## src/rtl/cipher_byte_tx_if.sv

```systemverilog
// rtl/cipher_byte_tx_if.sv - block-in / byte-out stream bundle for cipher_byte_tx
interface cipher_byte_tx_if #(
  parameter int NUM_BYTES = 16,
  parameter int CNT_W     = 16
);
  logic [NUM_BYTES*8-1:0] blk_data;
  logic                   blk_valid;
  logic                   blk_ready;
  logic [7:0]             byte_data;
  logic                   byte_valid;
  logic                   byte_ready;
  logic                   byte_last;
  logic                   busy;
  logic [CNT_W-1:0]       blk_count;

  modport master (
    output blk_data, blk_valid, byte_ready,
    input  blk_ready, byte_data, byte_valid, byte_last, busy, blk_count
  );

  modport slave (
    input  blk_data, blk_valid, byte_ready,
    output blk_ready, byte_data, byte_valid, byte_last, busy, blk_count
  );
endinterface

```

## src/rtl/cipher_byte_tx.sv

```systemverilog
// rtl/cipher_byte_tx.sv - serializes 128-bit cipher blocks into a byte stream
// Holds one active block plus one pending block so consecutive blocks stream without bubbles.
module cipher_byte_tx #(
  parameter int NUM_BYTES = 16,
  parameter bit MSB_FIRST = 1'b1,
  parameter int CNT_W     = 16
) (
  input logic              clk,
  input logic              rst_n,
  cipher_byte_tx_if.slave  bus
);
  localparam int W     = NUM_BYTES * 8;
  localparam int IDX_W = (NUM_BYTES > 1) ? $clog2(NUM_BYTES) : 1;
  localparam logic [IDX_W-1:0] LAST_IDX = IDX_W'(NUM_BYTES - 1);

  typedef enum logic {IDLE, SEND} state_t;

  state_t           state;
  logic [W-1:0]     active_q;
  logic [W-1:0]     pend_q;
  logic             pend_valid;
  logic [IDX_W-1:0] idx;
  logic             byte_valid_q;
  logic             busy_q;
  logic [CNT_W-1:0] count_q;

  logic accept;
  logic beat;
  logic last_beat;

  assign accept    = bus.blk_valid && !pend_valid;
  assign beat      = byte_valid_q && bus.byte_ready;
  assign last_beat = beat && (idx == LAST_IDX);

  assign bus.blk_ready  = !pend_valid;
  assign bus.byte_valid = byte_valid_q;
  assign bus.byte_last  = byte_valid_q && (idx == LAST_IDX);
  assign bus.busy       = busy_q;
  assign bus.blk_count  = count_q;

  // The emitted byte is always the edge of the active register that the shift moves toward.
  generate
    if (MSB_FIRST) begin : g_msb
      assign bus.byte_data = active_q[W-1 -: 8];
    end else begin : g_lsb
      assign bus.byte_data = active_q[7:0];
    end
  endgenerate

  always_ff @(posedge clk or negedge rst_n) begin
    if (!rst_n) begin
      state        <= IDLE;
      active_q     <= '0;
      pend_q       <= '0;
      pend_valid   <= 1'b0;
      idx          <= '0;
      byte_valid_q <= 1'b0;
      busy_q       <= 1'b0;
      count_q      <= '0;
    end else if (state == IDLE) begin
      if (accept) begin
        active_q     <= bus.blk_data;
        idx          <= '0;
        byte_valid_q <= 1'b1;
        busy_q       <= 1'b1;
        state        <= SEND;
      end
    end else begin
      if (last_beat) begin
        count_q <= count_q + CNT_W'(1);
        idx     <= '0;
        if (pend_valid) begin
          active_q   <= pend_q;
          pend_valid <= 1'b0;
        end else if (accept) begin
          active_q <= bus.blk_data;
        end else begin
          byte_valid_q <= 1'b0;
          busy_q       <= 1'b0;
          state        <= IDLE;
        end
      end else begin
        if (beat) begin
          active_q <= MSB_FIRST ? (active_q << 8) : (active_q >> 8);
          idx      <= idx + IDX_W'(1);
        end
        if (accept) begin
          pend_q     <= bus.blk_data;
          pend_valid <= 1'b1;
        end
      end
    end
  end
endmodule

```

## src/flat_wrapper.sv

```systemverilog
// flat-port wrapper written by rule: the top's interface ports become plain ports
module cipher_byte_tx_flat 
#(
  parameter int NUM_BYTES = 16,
  parameter bit MSB_FIRST = 1'b1,
  parameter int CNT_W     = 16
)
  (clk, rst_n, bus_blk_data, bus_blk_valid, bus_byte_ready, bus_blk_ready, bus_byte_data, bus_byte_valid, bus_byte_last, bus_busy, bus_blk_count);
  cipher_byte_tx_if #(.NUM_BYTES(NUM_BYTES), .CNT_W(CNT_W)) bus_i ();
  input logic clk;
  input logic rst_n;
  input wire logic [$bits(bus_i.blk_data)-1:0] bus_blk_data;
  input wire logic [$bits(bus_i.blk_valid)-1:0] bus_blk_valid;
  input wire logic [$bits(bus_i.byte_ready)-1:0] bus_byte_ready;
  output wire logic [$bits(bus_i.blk_ready)-1:0] bus_blk_ready;
  output wire logic [$bits(bus_i.byte_data)-1:0] bus_byte_data;
  output wire logic [$bits(bus_i.byte_valid)-1:0] bus_byte_valid;
  output wire logic [$bits(bus_i.byte_last)-1:0] bus_byte_last;
  output wire logic [$bits(bus_i.busy)-1:0] bus_busy;
  output wire logic [$bits(bus_i.blk_count)-1:0] bus_blk_count;
  assign bus_i.blk_data = bus_blk_data;
  assign bus_i.blk_valid = bus_blk_valid;
  assign bus_i.byte_ready = bus_byte_ready;
  assign bus_blk_ready = bus_i.blk_ready;
  assign bus_byte_data = bus_i.byte_data;
  assign bus_byte_valid = bus_i.byte_valid;
  assign bus_byte_last = bus_i.byte_last;
  assign bus_busy = bus_i.busy;
  assign bus_blk_count = bus_i.blk_count;
  cipher_byte_tx #(.NUM_BYTES(NUM_BYTES), .MSB_FIRST(MSB_FIRST), .CNT_W(CNT_W)) u_core (.clk(clk), .rst_n(rst_n), .bus(bus_i));
endmodule
```

## config.mk

```make
export PLATFORM = sky130hd
export DESIGN_NAME = cipher_byte_tx_flat
export DESIGN_NICKNAME = d
export VERILOG_FILES = /design/src/rtl/cipher_byte_tx_if.sv /design/src/rtl/cipher_byte_tx.sv /design/src/flat_wrapper.sv
export SDC_FILE = /design/constraint.sdc
export NUM_CORES = 1
export LEC_CHECK = 0
export BUFFER_PORTS_ARGS = -buffer_cell sky130_fd_sc_hd__clkbuf_2
export CORE_MARGIN = 1
export CORE_UTILIZATION = 50
export DETAILED_ROUTE_END_ITERATION = 16
export PLACE_DENSITY_LB_ADDON = 0.25
export SYNTH_ARGS = -nofsm -noshare
export SYNTH_HDL_FRONTEND = slang
export SYNTH_SLANG_ARGS = --single-unit
```

## constraint.sdc

```tcl
create_clock -name clk -period 2 [get_ports clk]
set_input_delay 0.6 -clock clk [delete_from_list [all_inputs] [get_ports clk]]
set_output_delay 0.6 -clock clk [all_outputs]
set_load 0.05 [all_outputs]
```

==> summary.md <==
| Metric | Value |
|---|---|
| Outcome | finished with violations |
| Failing checks | setup timing |
| Crit Path Max Fanout | 2 |
| Via density | 6.38 |
| Hold Path End | u_core.pend_q[37]$_DFFE_PN0P_ |
| Finished Layout Cells | 1975 |
| 1st-pass router iterations | 5 |
| Routed Antenna Nets | 0 |
| WS Path Type | reg2out |
| HPWL Detailed | 26400 um |
| Setup skew after layout | 16.9 ps |
| Via count | 12600 |
| Worst Hold Depth | 2 |
| Area post-placement | 16700 um^2 |
| Initial DRC Count | 1286 |
| Setup violators final | 128 |
| Die area | 30600 um^2 |
| PortBufs | 159 |
| Post-synth EDFFs | 0 |
| Mapped Nets | 1505 |
| Area of the multi-input gates | 7160 um^2 |
| Post-Route WL | 45700 um |
| Required @ worst endpoint | 1400 ps |
| Die Ht | 175 um |
| Fmax | 455 MHz |
| Max_cap viols | 0 |
| Final hold violations | 0 |
| Clock Sinks | 279 |
| Reg2reg end | u_core.pend_q[99]$_DFFE_PN0P_ |
| Startpoint Class | flop |
| Final hold slack | 278 ps |
| Fillers | 2238 |
| Die Wd | 175 um |
| Placed insts | 1864 |
| Fin area | 18900 um^2 |
| Htree depth | 1 |
| Share of cells above drive strength 1 | 36.6% |
| Largest net degree at the start of global routing | 84 |
| Lkg Pwr | 8.06 nW |
| Total congestion overflow | 0 |
| Clk_lat worst skew | 570 ps |
| Hold Startpoint | bus_blk_data[37] |
| Crit. End Element | primary output |
| Final min period | 2200 ps |
| Synth unique cells | 47 |
| Synth Cell Area | 14900 um^2 |
| GP Congestion | 0.799 |
| Max VDD drop | 0.670 mV |
| Crit path DAT | 1600 ps |
| Clk slew on worst S/H paths | 60 ps |
| Ports | 160 |
| TritonCTS clock tree | built |
| Antenna Cells | 0 |
| Worst setup path startpoint | u_core.idx[0]$_DFFE_PN0P_ |
| Reg2Reg Launch Point | u_core.idx[0]$_DFFE_PN0P_ |
| Drt wl/cell | 23.1 um |
| RSZ-0062 raised after global routing | true |
| Max-slew headroom | 64.8% |
| Pins over their slew limit | 0 |
| Overall Power | 14.2 mW |
| TritonCTS Buffers | 31 |
| Register area | 6990 um^2 |
| Synth Register Bits | 279 |
| Worst Tran Pin Value | 528 ps |
| Final worst setup slack | -199 ps |
| Worst hold-check path type | in2reg |
| Vias in the first global route | 12356 |
| Syn_area_per_cell | 10.9 um^2 |
| CTS max path bufs | 3 |
| Area of the core | 29000 um^2 |
| First-pass GRT wire length | 67600 um |
| Initial core utilization | 51.5% |
| Mapped Cells | 1371 |
| Final setup TNS | -9860 ps |
| Tcrit/Tclk final | 110% |
| Yosys warnings | 0 |
| Area Overhead vs Synth | 26.7% |
| Floorplan row count | 62 |
| Register-to-register setup slack | -120 ps |
| Clock root buffer master | clkbuf_16 |
| Final #Nets | 1700 |
| Initial antenna violation count | 0 |
| Seq/Total Area, Yosys | 46.7% |
| Most common flop cell mapped by yosys | dfrtp_1 |
| R2R depth | 9 |
| Pwr dens | 751 nW/um^2 |
| Asr flop ratio synth | 100% |
| DRC errors left | 0 |
| Total GRT Usage | 27.4% |
-- cells in the mapped netlist (10+ instances only) --
master,number,area [um^2]
nand3_1,23,115
a221oi_1,43,377
nand2_1,37,139
a221oi_2,52,781
a31oi_1,16,100
a21oi_1,21,105
a22oi_1,10,75.1
buf_6,14,158
a22o_1,95,832
buf_2,27,135
clkbuf_1,69,259
dfrtp_1,279,6980
a31o_2,16,140
mux2_1,20,225
o21ai_1,135,676
o21ai_0,83,415
and3_1,13,81.3
mux2_4,100,1500
nor3_1,110,551
inv_1,98,368
buf_4,23,173
-- timing repair --
action | in CTS | in global routing
setup buffers | 8 | 22
hold buffers | 1 | 0
hold endpoints to repair | 6 | 0
gates resized for setup | 11 | 92
cloned | 1 | 22
pin swaps | 1 | 25
setup endpoints to repair | 6 | 208
-- final cells by class --
| type | count | share of cell area [%] |
|---|---|---|
| clock inverters | 9 | 0.674 |
| clock buffers | 49 | 4.93 |
| well taps | 384 | 2.54 |
| flip-flops and latches | 279 | 36.9 |
| multi-input cells | 859 | 37.9 |
| inverters | 99 | 1.98 |
| repair buffers | 296 | 15.1 |
-- layer usage --
metal / track usage (%) / routed length, um
met1: 39.0 / 19900
met5: 0 / 0
met2: 44.4 / 21600
met3: 3.00 / 2910
met4: 7.72 / 1220
-- state kept, by name, summed over array words and instances, names as in the netlist --
name / cells
u_core.active_q: 128
u_core.bus.blk_count: 16
u_core.bus.busy: 1
u_core.idx: 4
u_core.pend_q: 128
u_core.pend_valid: 1
u_core.state: 1
-- metrics by stage --
step / worst slack (ps) / util (%)
5_1_grt: -239 / 65.2
6_report: -199 / 65.2
3_3_place_gp: -33.1 / 57.5
2_1_floorplan: -6.34 / -
4_1_cts: -214 / 61.7
3_5_place_dp: -37.0 / 57.5
-- worst max-delay path by stage --
stage	to	slack, ps	cells after the start
floorplan	u_core.pend_q[100]$_DFFE_PN0P_	-6	8
global placement	u_core.active_q[74]$_DFFE_PN0P_	-30	8
detailed placement	u_core.pend_q[117]$_DFFE_PN0P_	-40	6
CTS	bus_byte_last	-210	4
global route	bus_byte_last	-240	4
finish	bus_byte_last	-200	4
-- cells by family after synthesis --
| logic type | synth area share (%) |
|---|---|
| adder cells (fa/ha/maj) | 0.167 |
| multiplexers | 12.8 |
| AND/OR/NAND/NOR | 6.94 |
| flip-flops | 46.7 |
| buffers and inverters | 7.39 |
| AO/OA/AOI/OAI | 25.1 |
| XOR/XNOR | 0.879 |
-- placed cells by master (no fill, tap or decap), types with 54 or more instances in the layout --
| cell type | synthesis | final |
|---|---|---|
| dfrtp_1 | 279 | 276 |
| clkbuf_2 | 0 | 154 |
| o21ai_1 | 135 | 148 |
| mux2_4 | 100 | 128 |
| nor3_1 | 110 | 109 |
| inv_1 | 98 | 97 |
| a22o_1 | 95 | 94 |
| o21ai_0 | 83 | 70 |
| a221oi_2 | 52 | 69 |
| buf_4 | 23 | 54 |
-- worst max-delay path, stage by stage, from the launching register on --
cell and delay [ps]:
dfrtp_1 380, ha_2 190, and3_4 150, and2_4 170, buf_12 140
-- where the power goes --
group	internal, mW	switching, mW
clock network	3.57	2.37
logic	0.970	0.740
registers	6.19	0.377
total	10.7	3.49
Note: power is estimated with default switching activity, not from simulation.
